## src/rtl/shl_pkg.sv

```systemverilog
// Shared types and constants for the sequential left shifter/rotator.
package shl_pkg;

   localparam int unsigned DW = 16;
   localparam int unsigned CW = 4;
   localparam int unsigned SW = 2;

   typedef enum logic [1:0] {
      IDLE  = 2'd0,
      STAGE = 2'd1,
      DONE  = 2'd2
   } state_e;

   localparam logic OP_ROL = 1'b0;
   localparam logic OP_SHL = 1'b1;

   // Index of the highest set bit of a shift count; 0 when the count is 0.
   function automatic logic [SW-1:0] msb_index(input logic [CW-1:0] c);
      logic [SW-1:0] m;
      m = '0;
      for (int i = 0; i < int'(CW); i++) begin
         if (c[i]) m = SW'(i);
      end
      return m;
   endfunction

endpackage

```

## src/rtl/shl_stage.sv

```systemverilog
// One barrel-shifter stage: rotate or zero-fill shift left by 2^k when enabled.
module shl_stage
   import shl_pkg::*;
(
   input  logic [DW-1:0] data_i,
   input  logic          op_i,
   input  logic [SW-1:0] k_i,
   input  logic          en_i,
   output logic [DW-1:0] data_o
);

   logic zf;

   // Zero fill for logical shift, MSB wrap for rotate.
   always_comb begin
      zf     = (op_i == OP_SHL);
      data_o = data_i;
      if (en_i) begin
         case (k_i)
            2'd0:    data_o = {data_i[DW-2:0], zf ? 1'b0  : data_i[DW-1]};
            2'd1:    data_o = {data_i[DW-3:0], zf ? 2'b00 : data_i[DW-1 -: 2]};
            2'd2:    data_o = {data_i[DW-5:0], zf ? 4'h0  : data_i[DW-1 -: 4]};
            default: data_o = {data_i[DW-9:0], zf ? 8'h00 : data_i[DW-1 -: 8]};
         endcase
      end
   end

endmodule

```

## src/rtl/shift_left_seq.sv

```systemverilog
// Sequential 16-bit rotate/shift-left unit, one log-stage per clock.
// Optional build macro: SHL_EARLY_EXIT_EN finishes after the highest set count bit.
module shift_left_seq
   import shl_pkg::*;
(
   input  logic          clk,
   input  logic          rst_n,
   input  logic          in_valid,
   output logic          in_ready,
   input  logic [DW-1:0] in,
   input  logic          opsel,
   input  logic [CW-1:0] count,
   output logic          out_valid,
   input  logic          out_ready,
   output logic [DW-1:0] out
);

   state_e        state_q, state_d;
   logic [SW-1:0] stage_q, stage_d;
   logic [DW-1:0] data_q,  data_d;
   logic          op_q,    op_d;
   logic [CW-1:0] cnt_q,   cnt_d;
   logic          ov_q,    ov_d;
   logic [DW-1:0] out_q,   out_d;

   logic [DW-1:0] stage_res;
   logic          last_stage;
   logic          accept;

   // Single shared stage, selected by the running stage index.
   shl_stage u_stage (
      .data_i (data_q),
      .op_i   (op_q),
      .k_i    (stage_q),
      .en_i   (cnt_q[stage_q]),
      .data_o (stage_res)
   );

   // Ready only while idle; held low during reset.
   always_comb begin
      in_ready = rst_n && (state_q == IDLE);
      accept   = in_valid && in_ready;
   end

   // Final stage: fixed four stages, or highest set count bit with early exit.
   always_comb begin
`ifdef SHL_EARLY_EXIT_EN
      last_stage = (stage_q == msb_index(cnt_q));
`else
      last_stage = (stage_q == SW'(CW - 1));
`endif
   end

   // Next-state and output logic.
   always_comb begin
      state_d = state_q;
      stage_d = stage_q;
      data_d  = data_q;
      op_d    = op_q;
      cnt_d   = cnt_q;
      ov_d    = ov_q;
      out_d   = out_q;
      case (state_q)
         IDLE: begin
            if (accept) begin
               data_d  = in;
               op_d    = opsel;
               cnt_d   = count;
               stage_d = '0;
               state_d = STAGE;
            end
         end
         STAGE: begin
            data_d = stage_res;
            if (last_stage) begin
               state_d = DONE;
               ov_d    = 1'b1;
               out_d   = stage_res;
            end else begin
               stage_d = stage_q + SW'(1);
            end
         end
         DONE: begin
            if (out_ready) begin
               state_d = IDLE;
               ov_d    = 1'b0;
               out_d   = '0;
               stage_d = '0;
            end
         end
         default: begin
            state_d = IDLE;
            ov_d    = 1'b0;
            out_d   = '0;
            stage_d = '0;
         end
      endcase
   end

   // State and datapath registers.
   always_ff @(posedge clk or negedge rst_n) begin
      if (!rst_n) begin
         state_q <= IDLE;
         stage_q <= '0;
         data_q  <= '0;
         op_q    <= OP_ROL;
         cnt_q   <= '0;
         ov_q    <= 1'b0;
         out_q   <= '0;
      end else begin
         state_q <= state_d;
         stage_q <= stage_d;
         data_q  <= data_d;
         op_q    <= op_d;
         cnt_q   <= cnt_d;
         ov_q    <= ov_d;
         out_q   <= out_d;
      end
   end

   assign out_valid = ov_q;
   assign out       = out_q;

endmodule

```

## config.mk

```make
export PLATFORM = sky130hd
export DESIGN_NAME = shift_left_seq
export DESIGN_NICKNAME = d
export VERILOG_FILES = /design/src/rtl/shl_pkg.sv /design/src/rtl/shl_stage.sv /design/src/rtl/shift_left_seq.sv
export SDC_FILE = /design/constraint.sdc
export NUM_CORES = 1
export LEC_CHECK = 0
export BUFFER_PORTS_ARGS = -buffer_cell sky130_fd_sc_hd__clkbuf_2
export CAP_MARGIN = 10
export CORE_UTILIZATION = 50
export DETAILED_ROUTE_END_ITERATION = 6
export GPL_TIMING_DRIVEN = 1
export HOLD_SLACK_MARGIN = 0.08
export PLACE_DENSITY = 0.76
export SLEW_MARGIN = 15
export SYNTH_ARGS = -nofsm -noshare
export SYNTH_HDL_FRONTEND = slang
export SYNTH_SLANG_ARGS = --single-unit
```

## constraint.sdc

```tcl
create_clock -name clk -period 1.6 [get_ports clk]
set_input_delay 0.16 -clock clk [delete_from_list [all_inputs] [get_ports clk]]
set_output_delay 0.16 -clock clk [all_outputs]
set_load 0.005 [all_outputs]
```

==> results.md <==
* Status: finished, violations left
* Failing checks: design-rule violations, negative setup slack
* Clk root buf: clkbuf_8
* # DRC at 9
* Setup WS post-layout at -0.142 ns
* Unrepaired setup endpoints after global routing: yes
* Delay of the slowest critical-path stage at 0.65 ns
* Buf/Inv on CP at 0
* Number of port buffers at 42
* Die area at 0.00498 mm^2
* CP required at 1.79 ns
* WHS Endpoint: data_q[4]$_DFFE_PN0P_
* HPWL after detailed placement at 4640 um
* Crit-path slowest cell: mux4_2
* Num CTS Buffers at 5
* Crit path time final at 1.74 ns
* Place WS at -0.147 ns
* Ys flop type: dfrtp_1
* FP Rows at 24
* Hold path cells at 3
* Largest delay share family, worst path: multiplexers
* Max Clk Rate at 0.574 GHz
* H-tree depth at 2
* Crit path kind: flop to flop
* Leading cell types in the layout, fill and taps excluded: clkbuf_2 (42), dfrtp_1 (39), nand2_1 (36), buf_4 (29), mux2i_1 (20)
* Post-route core utilization at 0.723
* Initial Util at 0.528
* Worst-path fanout max at 7
* CTS clk-pin slew, worst paths at 0.08 ns
* GP Congestion at 0.932
* Crit path DAT at 1.93 ns
* Die X at 70.5 um
* Vias per cell at 6.23
* First-pass GRT wire length at 10900 um
* Max-slew violations at 0
* Period utilisation layout at 1.09
* Critical path cell sequence: mux4_2, a21o_4, o221a_1
* Synthesized area at 0.00235 mm^2
* Routed length per instance at 18.9 um
* Antenna Cells at 0
* Syn Inst Count at 234
* Core Region at 0.00444 mm^2
* FF+latch area at 0.00105 mm^2
* Initial antenna violation count at 0
* Io pins at 43
* 1st-pass router iterations at 7
* P_leak at 1.48 nW
* Area of the multi-input gates at 0.00136 mm^2
* Setup TNS at -3.13 ns
* Largest net degree at the start of global routing at 24
* # fillers at 348
* Reg2reg start: stage_q[1]$_DFFE_PN0P_
* Synth-to-Final Area Change at 36.8%
* Antenna viol nets, final at 0
* GRT Overall Usage at 0.280
* Most common cell after layout, fill and taps aside: clkbuf_2
* Routed WL at 6880 um
* Worst-Skew Late Latency at 0.30 ns
* Final Hold Viols at 0
* Min Hold Slack at 0.140 ns
* 1st-iter DRT viols at 223
* Hold Startpoint: in[4]
* GRT overflow at 0
* Crit start category: flop
* Clock buffer depth at 2
* Synth Net Count at 264
* Layout Skew at 0.00846 ns
* Max-cap violation count at 0
* Register bit total from synthesis at 42
* CTS tree: done
* Number of global-route vias before repair at 2197
* FF-to-FF End: data_q[3]$_DFFE_PN0P_
* Crit. End Element: flop
* Slew of the pin with the lowest slew margin at 0.387 ns
* Seq/Total Area, Yosys at 0.448
* Mean Syn Cell Area at 10.0 um^2
* Post-synth ARST share at 1.00
* Die H at 70.5 um
* Flop2flop setup slack at -0.14 ns
* Final #Nets at 340
* Max transition margin at 0.742
* Yosys cell types at 38
* Setup violators final at 32
* Number of synthesized flops with an enable pin at 0
* Vias post-DR at 2262
* Total power density per cell area at 2380 mW/mm^2
* Share of cells above drive strength 1 at 0.386
* CTS sink count at 42
* Worst hold path class: input port to flop
* VDD IR max at 0.00129 V
* Yosys warns at 0
* R2R cell count at 3
==> power breakdown <==
part / switching [mW] / total [mW] / leakage [nW] / internal, mW
Sequential: 0.611 / 2.19 / 0.514 / 1.58
Combinational: 2.27 / 4.63 / 0.909 / 2.37
Clock: 0.369 / 0.829 / 0.0579 / 0.459
Total: 3.25 / 7.66 / 1.48 / 4.41
==> metal layers <==
layer  part of all wire  track usage  vias to the layer above
met4              0.018       0.0800                        0
met2               0.49        0.464                      112
li1                   -            -                     1026
met5                  0            0                        -
met3              0.073       0.0584                       17
met1               0.42        0.377                     1107
==> cell families after synthesis <==
group,share of synthesized area
AOI/OAI and AO/OA,0.221
adders and majority gates,0.0266
buffers and inverters,0.0405
DFF,0.448
muxes,0.129
and+or+nand+nor,0.135
==> registers in the layout (all words and copies together), names as in the netlist <==
register and flops:
out 16, op_q 1, state_q 2, cnt_q 4, data_q 16, out_valid 1, stage_q 2
==> how the worst max path moves through the flow <==
stage                                       from                      to  slack [ns]  depth (start not counted)
final                     stage_q[1]$_DFFE_PN0P_   data_q[3]$_DFFE_PN0P_       -0.14                          3
after global routing      stage_q[1]$_DFFE_PN0P_  data_q[11]$_DFFE_PN0P_       -0.22                          4
after CTS                 stage_q[1]$_DFFE_PN0P_     out[14]$_DFFE_PN0P_       -0.12                          6
after detailed placement  stage_q[0]$_DFFE_PN0P_     out[13]$_DFFE_PN0P_       -0.15                          6
after global placement    stage_q[1]$_DFFE_PN0P_      out[0]$_DFFE_PN0P_       -0.12                          6
after floorplan           stage_q[0]$_DFFE_PN0P_   data_q[4]$_DFFE_PN0P_       -0.02                          7
==> cell usage after synthesis (2+ instances only) <==
master,number,area (um^2)
clkbuf_1,10,37.5
inv_1,3,11.3
a31oi_1,2,12.5
o221ai_1,3,26.3
o21ai_0,18,90.1
a22oi_1,3,22.5
buf_2,4,20.0
nor2_1,4,15.0
a21oi_1,13,65.1
a32o_1,2,20.0
or2_0,2,12.5
nand2_1,37,139
dfrtp_1,42,1050
nand2b_1,4,25.0
buf_4,2,15.0
o211a_1,2,20.0
a222oi_1,13,130
o221a_1,2,22.5
ha_1,5,62.6
and2_1,3,18.8
o22ai_1,5,31.3
mux2i_1,27,270
nor2b_1,13,81.3
==> worst min-delay path: cells and delay by family <==
kind / cells / cell delay (ns)
buffers and inverters: 1 / 0.09
AND/OR/NAND/NOR: 1 / 0.08
AO/OA/AOI/OAI: 1 / 0.08
==> stage by stage <==
stage	power (mW)	instances	cell area (um^2)
floorplan	4.59	234	2390
global placement	5.84	341	2810
detailed placement	5.95	341	2810
CTS	7.03	356	3050
global route	8.11	363	3210
finish	7.66	363	3210
==> final cells by class <==
class,count,share of cell area
multi-input combinational,172,0.424
sequential,42,0.328
timing repair buffer,86,0.190
clock buffer,5,0.0214
tap,52,0.0202
clock inverter,3,0.0125
inverter,3,0.00350
==> repair_timing <==
item / 4_1_cts / 5_1_grt
resized for setup: 14 / 32
endpoints found under the setup margin: 34 / 38
endpoints found under the hold margin: 48 / 0
setup buffers: 0 / 6
pin swaps: 12 / 23
hold buffers: 7 / 0
gates cloned: 0 / 1
(Power assumes the default switching activity.)
